**src/rtl/vga_timing_monitor.sv**
```systemverilog
// vga_timing_monitor: receive-side checker that measures VGA raster geometry
// (line length, active width, frame height, active height) from the timing bus,
// compares it with expected values, declares lock after consecutive clean frames
// and pulses an error when a locked raster deviates.
// Ports: clk/rst (sync, active-high); hsync_in/vsync_in/hblnk_in/vblnk_in timing
// inputs; h_total/h_active/v_total/v_active last measurements; frame_start pulse
// on vsync rise; locked status; timing_err pulse on loss of lock.
module vga_timing_monitor #(
   parameter int CW           = 11,
   parameter int H_TOTAL_EXP  = 1344,
   parameter int H_ACTIVE_EXP = 1024,
   parameter int V_TOTAL_EXP  = 806,
   parameter int V_ACTIVE_EXP = 768,
   parameter int LOCK_FRAMES  = 2
) (
   input  logic          clk,
   input  logic          rst,
   input  logic          hsync_in,
   input  logic          vsync_in,
   input  logic          hblnk_in,
   input  logic          vblnk_in,
   output logic [CW-1:0] h_total,
   output logic [CW-1:0] h_active,
   output logic [CW-1:0] v_total,
   output logic [CW-1:0] v_active,
   output logic          frame_start,
   output logic          locked,
   output logic          timing_err
);

   localparam logic [CW-1:0] CNT_MAX = '1;
   localparam logic [CW-1:0] ONE     = CW'(1);
   localparam logic [CW-1:0] H_TOT   = CW'(H_TOTAL_EXP);
   localparam logic [CW-1:0] H_ACT   = CW'(H_ACTIVE_EXP);
   localparam logic [CW-1:0] V_TOT   = CW'(V_TOTAL_EXP);
   localparam logic [CW-1:0] V_ACT   = CW'(V_ACTIVE_EXP);
   localparam logic [3:0]    LOCK_N  = 4'(LOCK_FRAMES);

   localparam logic [1:0] ST_SEARCH  = 2'd0;
   localparam logic [1:0] ST_MEASURE = 2'd1;
   localparam logic [1:0] ST_LOCKED  = 2'd2;

   // Input sampling stage. Deliberately not reset: it keeps sampling through
   // reset so a sync level held across reset is not mistaken for a new edge.
   // Only the syncs need a previous-value copy; blanking is used as a level.
   logic s_hs_q, s_vs_q, s_hb_q, s_vb_q;
   logic p_hs_q, p_vs_q;

   always_ff @(posedge clk) begin
      s_hs_q <= hsync_in;
      s_vs_q <= vsync_in;
      s_hb_q <= hblnk_in;
      s_vb_q <= vblnk_in;
      p_hs_q <= s_hs_q;
      p_vs_q <= s_vs_q;
   end

   logic hs_edge, vs_edge;
   assign hs_edge = s_hs_q & ~p_hs_q;
   assign vs_edge = s_vs_q & ~p_vs_q;

   logic [CW-1:0] h_cnt_q, h_cnt_d, ha_cnt_q, ha_cnt_d;
   logic [CW-1:0] ln_cnt_q, ln_cnt_d, al_cnt_q, al_cnt_d;
   logic [CW-1:0] h_total_q, h_total_d, h_active_q, h_active_d;
   logic [CW-1:0] v_total_q, v_total_d, v_active_q, v_active_d;
   logic          h_valid_q, h_valid_d, line_err_q, line_err_d;
   logic          frame_start_q, frame_start_d, locked_q, locked_d;
   logic          timing_err_q, timing_err_d;
   logic [1:0]    state_q, state_d;
   logic [3:0]    match_cnt_q, match_cnt_d;

   // Line/frame lengths including the current cycle, so a line that closes on
   // the same cycle as a vsync edge lands in the frame being closed.
   logic          h_sat;
   logic [CW-1:0] h_len, ha_len, ln_len, al_len;
   logic          line_mis, line_err_all, frame_ok, overrun;

   always_comb begin
      h_sat        = (h_cnt_q == CNT_MAX);
      h_len        = h_sat ? CNT_MAX : h_cnt_q + ONE;
      ha_len       = (!s_hb_q && ha_cnt_q != CNT_MAX) ? ha_cnt_q + ONE : ha_cnt_q;
      ln_len       = (hs_edge && ln_cnt_q != CNT_MAX) ? ln_cnt_q + ONE : ln_cnt_q;
      al_len       = (hs_edge && !s_vb_q && al_cnt_q != CNT_MAX) ? al_cnt_q + ONE : al_cnt_q;
      // A saturated line counter means the true length is unknown: never a match.
      line_mis     = hs_edge && h_valid_q && (h_sat || h_len != H_TOT || ha_len != H_ACT);
      line_err_all = line_err_q | line_mis;
      frame_ok     = (ln_len == V_TOT) && (al_len == V_ACT) && !line_err_all;
      overrun      = (ln_len > V_TOT);
   end

   always_comb begin
      h_cnt_d       = hs_edge ? '0 : (h_sat ? h_cnt_q : h_cnt_q + ONE);
      ha_cnt_d      = hs_edge ? '0 : ha_len;
      h_total_d     = hs_edge ? h_len  : h_total_q;
      h_active_d    = hs_edge ? ha_len : h_active_q;
      h_valid_d     = h_valid_q | hs_edge;
      ln_cnt_d      = vs_edge ? '0 : ln_len;
      al_cnt_d      = vs_edge ? '0 : al_len;
      v_total_d     = vs_edge ? ln_len : v_total_q;
      v_active_d    = vs_edge ? al_len : v_active_q;
      frame_start_d = vs_edge;
      line_err_d    = vs_edge ? 1'b0 : line_err_all;

      state_d       = state_q;
      match_cnt_d   = match_cnt_q;
      locked_d      = locked_q;
      timing_err_d  = 1'b0;
      case (state_q)
         ST_SEARCH: begin
            if (vs_edge) begin
               state_d     = ST_MEASURE;
               match_cnt_d = '0;
            end
         end
         ST_MEASURE: begin
            if (vs_edge) begin
               if (frame_ok) begin
                  match_cnt_d = match_cnt_q + 4'd1;
                  if (match_cnt_q + 4'd1 == LOCK_N) begin
                     state_d  = ST_LOCKED;
                     locked_d = 1'b1;
                  end
               end else begin
                  match_cnt_d = '0;
               end
            end
         end
         ST_LOCKED: begin
            // Leaving LOCKED on the first fault guarantees a single error pulse.
            if (line_mis || (vs_edge && !frame_ok) || overrun) begin
               timing_err_d = 1'b1;
               locked_d     = 1'b0;
               state_d      = ST_MEASURE;
               match_cnt_d  = '0;
            end
         end
         default: begin
            state_d  = ST_SEARCH;
            locked_d = 1'b0;
         end
      endcase
   end

   always_ff @(posedge clk) begin
      if (rst) begin
         h_cnt_q       <= '0;
         ha_cnt_q      <= '0;
         ln_cnt_q      <= '0;
         al_cnt_q      <= '0;
         h_total_q     <= '0;
         h_active_q    <= '0;
         v_total_q     <= '0;
         v_active_q    <= '0;
         h_valid_q     <= 1'b0;
         line_err_q    <= 1'b0;
         frame_start_q <= 1'b0;
         locked_q      <= 1'b0;
         timing_err_q  <= 1'b0;
         state_q       <= ST_SEARCH;
         match_cnt_q   <= '0;
      end else begin
         h_cnt_q       <= h_cnt_d;
         ha_cnt_q      <= ha_cnt_d;
         ln_cnt_q      <= ln_cnt_d;
         al_cnt_q      <= al_cnt_d;
         h_total_q     <= h_total_d;
         h_active_q    <= h_active_d;
         v_total_q     <= v_total_d;
         v_active_q    <= v_active_d;
         h_valid_q     <= h_valid_d;
         line_err_q    <= line_err_d;
         frame_start_q <= frame_start_d;
         locked_q      <= locked_d;
         timing_err_q  <= timing_err_d;
         state_q       <= state_d;
         match_cnt_q   <= match_cnt_d;
      end
   end

   assign h_total     = h_total_q;
   assign h_active    = h_active_q;
   assign v_total     = v_total_q;
   assign v_active    = v_active_q;
   assign frame_start = frame_start_q;
   assign locked      = locked_q;
   assign timing_err  = timing_err_q;

endmodule

```
**config.mk**
```make
export PLATFORM = sky130hd
export DESIGN_NAME = vga_timing_monitor
export DESIGN_NICKNAME = d
export VERILOG_FILES = /design/src/rtl/vga_timing_monitor.sv
export SDC_FILE = /design/constraint.sdc
export NUM_CORES = 1
export LEC_CHECK = 0
export CORE_MARGIN = 8
export CORE_UTILIZATION = 35
export DETAILED_ROUTE_END_ITERATION = 8
export PLACE_DENSITY = 0.5
export SLEW_MARGIN = 15
export SYNTH_ARGS = -nofsm -noshare
export SYNTH_HDL_FRONTEND = slang
export SYNTH_SLANG_ARGS = --single-unit
```
**constraint.sdc**
```tcl
create_clock -name clk -period 7.4 [get_ports clk]
set_input_delay 1.48 -clock clk [delete_from_list [all_inputs] [get_ports clk]]
set_output_delay 1.48 -clock clk [all_outputs]
set_load 0.005 [all_outputs]
```
# Yosys cells after proc, flatten, opt, wreduce, memory -nomap -nowiden
# Cells that the tools add are included.
[totals] output_inout_bits=47 ff_bits=105
[classes] bitwise=8 n_mux=21 add_sub_neg=5 n_eq_ne=16 reduce_logical=25 order_cmp=1
[ops] cell="11-bit inequality test, second input constant" count=5
[ops] cell="11-bit by 1-bit adder with 11-bit output, second input constant" count=4
[ops] cell="11-bit 2-to-1 mux" count=4
[ops] cell="11-bit by 10-bit equality test with 1-bit output, second input constant" count=2
[ops] cell="4-bit 2-to-1 mux" count=4
[ops] cell="4-bit case mux with 3 select lines" count=1
[ops] cell="11-bit equality test, second input constant" count=1
[ops] cell="11-bit by 10-bit > comparator with 1-bit output, second input constant" count=1
[ops] cell="2-bit 2-to-1 mux" count=5
[ops] cell="2-bit inequality test, second input constant" count=5
[ops] cell="5-bit AND reduction" count=2
[ops] cell="1-bit logical AND" count=9
[ops] cell="2-bit case mux with 3 select lines" count=1
[ops] cell="2-bit OR reduction" count=3
[ops] cell="1-bit 2-to-1 mux" count=5
[ops] cell="4-bit by 1-bit adder with 4-bit output, second input constant" count=1
[ops] cell="4-bit by 2-bit equality test with 1-bit output, second input constant" count=1
[ops] cell="1-bit zero test" count=4
[ops] cell="1-bit logical OR" count=4
[ops] cell="1-bit NOT" count=4
[ops] cell="4-bit AND reduction" count=1
[ops] cell="1-bit case mux with 3 select lines" count=1
[ops] cell="3-bit nonzero test" count=1
[ops] cell="1-bit bitwise AND" count=2
[ops] cell="other kinds (4)" count=5

# Depth between registers and ports, before layout
[depth] ltp_word=15 depth_mapped=11

# Least setup slack after synthesis
# No wires, ideal clock.
[synth_timing] path_kind="register -> register" from="register s_hs_q" to="register locked_q (netlist: locked)" path_stages_with_launch=11 arrival_time_ps=2776 t_required_ps=7330 path_slack_ps=4554 path_buffers=1 path_cell_list="dfxtp_1 > or3b_1 > buf_2 > nor3_1 > mux2_2 > a2111oi_1 > nand4_1 > nor3_2 > o21ai_2 > or3b_1 > a21oi_1"
[synth_between] elab_chain_len=13
[synth_lines] element="start: declaration" line_no="46" text="logic s_hs_q, s_vs_q, s_hb_q, s_vb_q;"
[synth_lines] element="start signal: assignment" line_no="50" text="s_hs_q <= hsync_in;"
[synth_lines] element="1-bit bitwise AND (*)" line_no="59" text="assign hs_edge = s_hs_q & ~p_hs_q;"
[synth_lines] element="1-bit logical AND (2 in a row)" line_no="83" text="al_len = (hs_edge && !s_vb_q && al_cnt_q != CNT_MAX) ? al_cnt_q + ONE : al_cnt_q;"
[synth_lines] element="11-bit 2-to-1 mux" line_no="83"
[synth_lines] element="11-bit by 10-bit equality test with 1-bit output" line_no="87" text="frame_ok = (ln_len == V_TOT) && (al_len == V_ACT) && !line_err_all;"
[synth_lines] element="1-bit logical AND (2 in a row)" line_no="87"
[synth_lines] element="1-bit zero test" line_no="130" text="if (line_mis || (vs_edge && !frame_ok) || overrun) begin"
[synth_lines] element="1-bit logical AND" line_no="130"
[synth_lines] element="1-bit logical OR (2 in a row)" line_no="130"
[synth_lines] element="2-bit inequality test (no line)"
[synth_lines] element="5-bit AND reduction (no line) (*)"
[synth_lines] element="end signal: assignment" line_no="173" text="locked_q <= locked_d;"
[synth_lines] element="end: declaration" line_no="67" text="logic frame_start_q, frame_start_d, locked_q, locked_d;"
# Mark *: on every way between the ends. The rest lies on a longest branch, timed or not.
# A chain may end at the register's enable or synchronous reset.

# Worst setup path in the final report
[layout_timing] from="register ln_cnt_q[1]" to="register match_cnt_q[0]"
[layout_between] elab_chain_len=12
[layout_lines] element="start: declaration" line_no="63" text="logic [CW-1:0] ln_cnt_q, ln_cnt_d, al_cnt_q, al_cnt_d;"
[layout_lines] element="start signal: assignment" line_no="164" text="ln_cnt_q <= ln_cnt_d;"
[layout_lines] element="parallel branches: the longest is 2 deep, another holds 11-bit by 1-bit adder with 11-bit output"
[layout_lines] element="11-bit 2-to-1 mux (*)" line_no="82" text="ln_len = (hs_edge && ln_cnt_q != CNT_MAX) ? ln_cnt_q + ONE : ln_cnt_q;"
[layout_lines] element="parallel branches: the longest is 9 deep, another holds 11-bit by 10-bit > comparator with 1-bit output"
[layout_lines] element="end signal: assignment" line_no="176" text="match_cnt_q <= match_cnt_d;"
[layout_lines] element="end: declaration" line_no="70" text="logic [3:0] match_cnt_q, match_cnt_d;"
# Mark *: on every way between the ends. The select of a mux whose other input is x is not followed.

==> impl_results.md <==
- XOR/XNOR Fraction of Synth Area: 4.00%
- Post_cts resized: 0
- Cell variety after synth: 65
- Die width: approximately 130 um
- CP Max Fanout: 5
- Largest net degree at the start of global routing: 55
- Synth warnings: 0
- Post-route DRC: 0
- CP Data Required Time: slightly below 8 ns
- Reg power frac: 49.9%
- GRT overflow: 0
- Hold_buf cts: 0
- Antenna violations before repair: 0
- Most common cell after layout, fill and taps aside: nor2_1
- Simple-gate share of the synthesized area: 26.9%
- Cells after Synth: 563
- Vias: between 4000 and 5000
- Period minus WS final: around 3.3 ns
- Final std cells w/o fill: 780
- Sw Share: roughly 23%
- Crit path DAT: around 3.6 ns
- Mapped Nets: about 580
- Final Net Count: a little over 600
- Sequential fraction of the synthesis area: 43.6%
- Root Buffer: clkbuf_16
- Yosys reg bits: approximately 110
- Via-to-Cell Ratio: between 5 and 6
- RSZ-0062 raised after global routing: no
- Core footprint: ~14000 sq um
- Clock skew: 0.00590 ns
- Number of max-cap violations: 0
- Iter 0 DRT Violations: approximately 330
- Pint: roughly 910 uW
- Die ar.: approximately 18000 sq um
- Syn Area/Cell: approximately 8.6 sq um
- Overall power: 1.18 mW
- Worst skew pair latency: 0.36 ns
- Clock buffer depth: 2
- Initial core utilization: between 30% and 40%
- Final wirelength: around 12 mm
- Share of cells above drive strength 1: ~7%
- ANT nets after route: 0
- Syn Std Cell Area: 4820 sq um
- # rows: between 40 and 50
- Leakage power: 1.98 nW
- Max_slew headroom: between 30 and 40%
- H-tree levels: 3
- ANT cells: 0
- CTS tree: done
- Crit path kind: reg -> reg
- Hold Crit Class: reg -> reg
- Total CTS buffers: 9
- Primary FF master, synth: dfxtp_1
- TritonRoute pass-1 iters: 5
- EDFF count, synth: 0
- Setup violators final: 0
- Area share of fa/ha/maj cells after synthesis: 1.56%
- Placer Congestion: 0.842
- Dpl cells: ~760
- Commonest cells after routing, fill and taps aside: 118 x nor2_1, 105 x dfxtp_1, 51 x clkdlybuf4s50_1
- Largest family of logic cells by synthesized area: simple AND/OR/NAND/NOR gates
- Clock group share of total power: a little over two fifths
- Setup TNS: 0 ns
- Post-DP HPWL: roughly 8.4 mm
- CTS clk-pin slew, worst paths: approximately 0.070 ns
- CP Capture Type: register
- Synth-to-layout area growth: 19.3%
- All-layer global routing usage: between 10% and 20%
- Mean routed wirelength per cell: 15.2 um
- Post-synthesis mux area share: 3.25%
- Compound-Gate Fraction of Synth Area: between 10% and 20%
- Maximum VDD drop: between 0.09 and 0.1 mV
- Post-CTS setup buffers: 0
- Maximum clock rate: approximately 300 MHz
- Max-slew violations: 0
- Switch Pwr: about 270 uW
- First-pass GRT wire length: approximately 20 mm
- Sink Count: 105
- Final Hold Vio Count: 0
- Tcrit/Tclk final: roughly 45%
- Comb power frac: a little over 6%
- Setup crit start kind: register
- Top Ports: 53
- Power Density: a little over 200 nW/um^2
- Ys async rst share: 0%
- Via count of the first global-routing pass: around 4000
- Die Height: between 100 and 150 um
- Worst-margin pin slew: 0.943 ns
- Outcome: finished clean
- Port-buffer cells: 52
[layer usage]
metal	global-route usage [%]	wire length, um	up-vias
li1	-	-	2081
met1	18.0	5900	1942
met2	20.5	5270	62
met3	2.56	397	15
met4	7.42	261	0
met5	0	0	-
[synth_stat cells (3+ instances only)]
| cell type | n | area share [%] |
|---|---|---|
| a21oi_1 | 27 | 2.8 |
| mux2i_1 | 10 | 2.1 |
| and3_1 | 6 | 0.78 |
| nand4b_1 | 3 | 0.55 |
| o21bai_1 | 4 | 0.62 |
| nor2_1 | 118 | 9.2 |
| o31ai_1 | 4 | 0.62 |
| o21a_1 | 3 | 0.47 |
| a31o_2 | 3 | 0.55 |
| a31oi_1 | 12 | 1.6 |
| a211oi_1 | 24 | 3.7 |
| clkbuf_1 | 26 | 2.0 |
| mux2_2 | 3 | 0.70 |
| nor2b_1 | 9 | 1.2 |
| nand3_1 | 23 | 2.4 |
| a311oi_1 | 6 | 1.1 |
| xor2_1 | 9 | 1.6 |
| nor4_1 | 3 | 0.39 |
| nor3_1 | 12 | 1.2 |
| ha_1 | 6 | 1.6 |
| nor3b_1 | 6 | 0.93 |
| dfxtp_1 | 105 | 44 |
| nand2_1 | 33 | 2.6 |
| and4_1 | 6 | 1.1 |
| buf_4 | 3 | 0.47 |
| xnor2_1 | 13 | 2.4 |
| a21o_1 | 3 | 0.47 |
| o21ai_0 | 11 | 1.1 |
| nand2b_1 | 7 | 0.91 |
| inv_1 | 3 | 0.23 |
| nand4_1 | 13 | 1.7 |
[path summary, 6_finish.rpt]
| check | slack [ns] | startpoint | depth (start not counted) | end |
|---|---|---|---|---|
| worst max register to register | 4.08 | ln_cnt_q[1] | 10 | match_cnt_q[0] |
| worst min register to register | 0.37 | s_vs_q | 0 | p_vs_q |
| worst min-delay path | 0.37 | s_vs_q | 0 | p_vs_q |
| worst max-delay path | 4.08 | ln_cnt_q[1] | 10 | match_cnt_q[0] |
[critical path, stage by stage (launching register included)]
cell,delay (ns)
dfxtp_1,0.43
ha_1,0.31
and4b_1,0.34
nand4_1,0.14
mux2i_1,0.36
nor4b_2,0.42
nand4_1,0.26
a31oi_2,0.33
o21ai_2,0.12
a211oi_2,0.35
mux2_2,0.22
[power groups by stage]
stage	combinational (mW)	sequential, mW	clock (mW)
after global placement	0.0729	0.601	0
final	0.0720	0.589	0.518
after detailed placement	0.0736	0.602	0
after global routing	0.0807	0.591	0.555
after floorplan	0.0434	0.600	0
after CTS	0.0739	0.589	0.534
[flip-flops by register name, summed over array words and instances (netlist names)]
| register | count |
|---|---|
| v_total | 11 |
| state_q | 2 |
| ha_cnt_q | 11 |
| p_hs_q | 1 |
| s_vb_q | 1 |
| s_hb_q | 1 |
| line_err_q | 1 |
| h_total | 11 |
| s_vs_q | 1 |
| frame_start | 1 |
| s_hs_q | 1 |
| p_vs_q | 1 |
| h_active | 11 |
| h_cnt_q | 11 |
| al_cnt_q | 11 |
| ln_cnt_q | 11 |
| h_valid_q | 1 |
| locked | 1 |
| match_cnt_q | 4 |
| timing_err | 1 |
| v_active | 11 |
[through the flow]
stage                     hold WS, ns  util, %  cell area, sq um  worst slack (ns)
after floorplan                 0.345        -              4820              4.55
after detailed placement        0.360     39.7              5430              4.10
after global routing            0.388     42.1              5750              3.81
final                           0.367     42.1              5750              4.08
after global placement          0.356     39.7              5430              4.15
after CTS                       0.375     42.1              5750              4.08
[logic make-up after synthesis]
group | count (synthesis)
AND/OR/NAND/NOR | 260
flip-flops | 105
buffers and inverters | 38
multiplexers | 14
XOR/XNOR | 22
AO/OA/AOI/OAI | 118
adder cells (fa/ha/maj) | 6
[cell type report]
cell class                      count  area (sq um)
Clock buffer                       10           229
Tap cell                          180           225
Sequential cell                   105          2100
Inverter                            3          11.3
Fill cell                        1400          7920
Timing Repair Buffer               56           546
Multi-Input combinational cell    420          2540
Clock inverter                      6          92.6
Note: power is estimated with default switching activity, not from simulation.
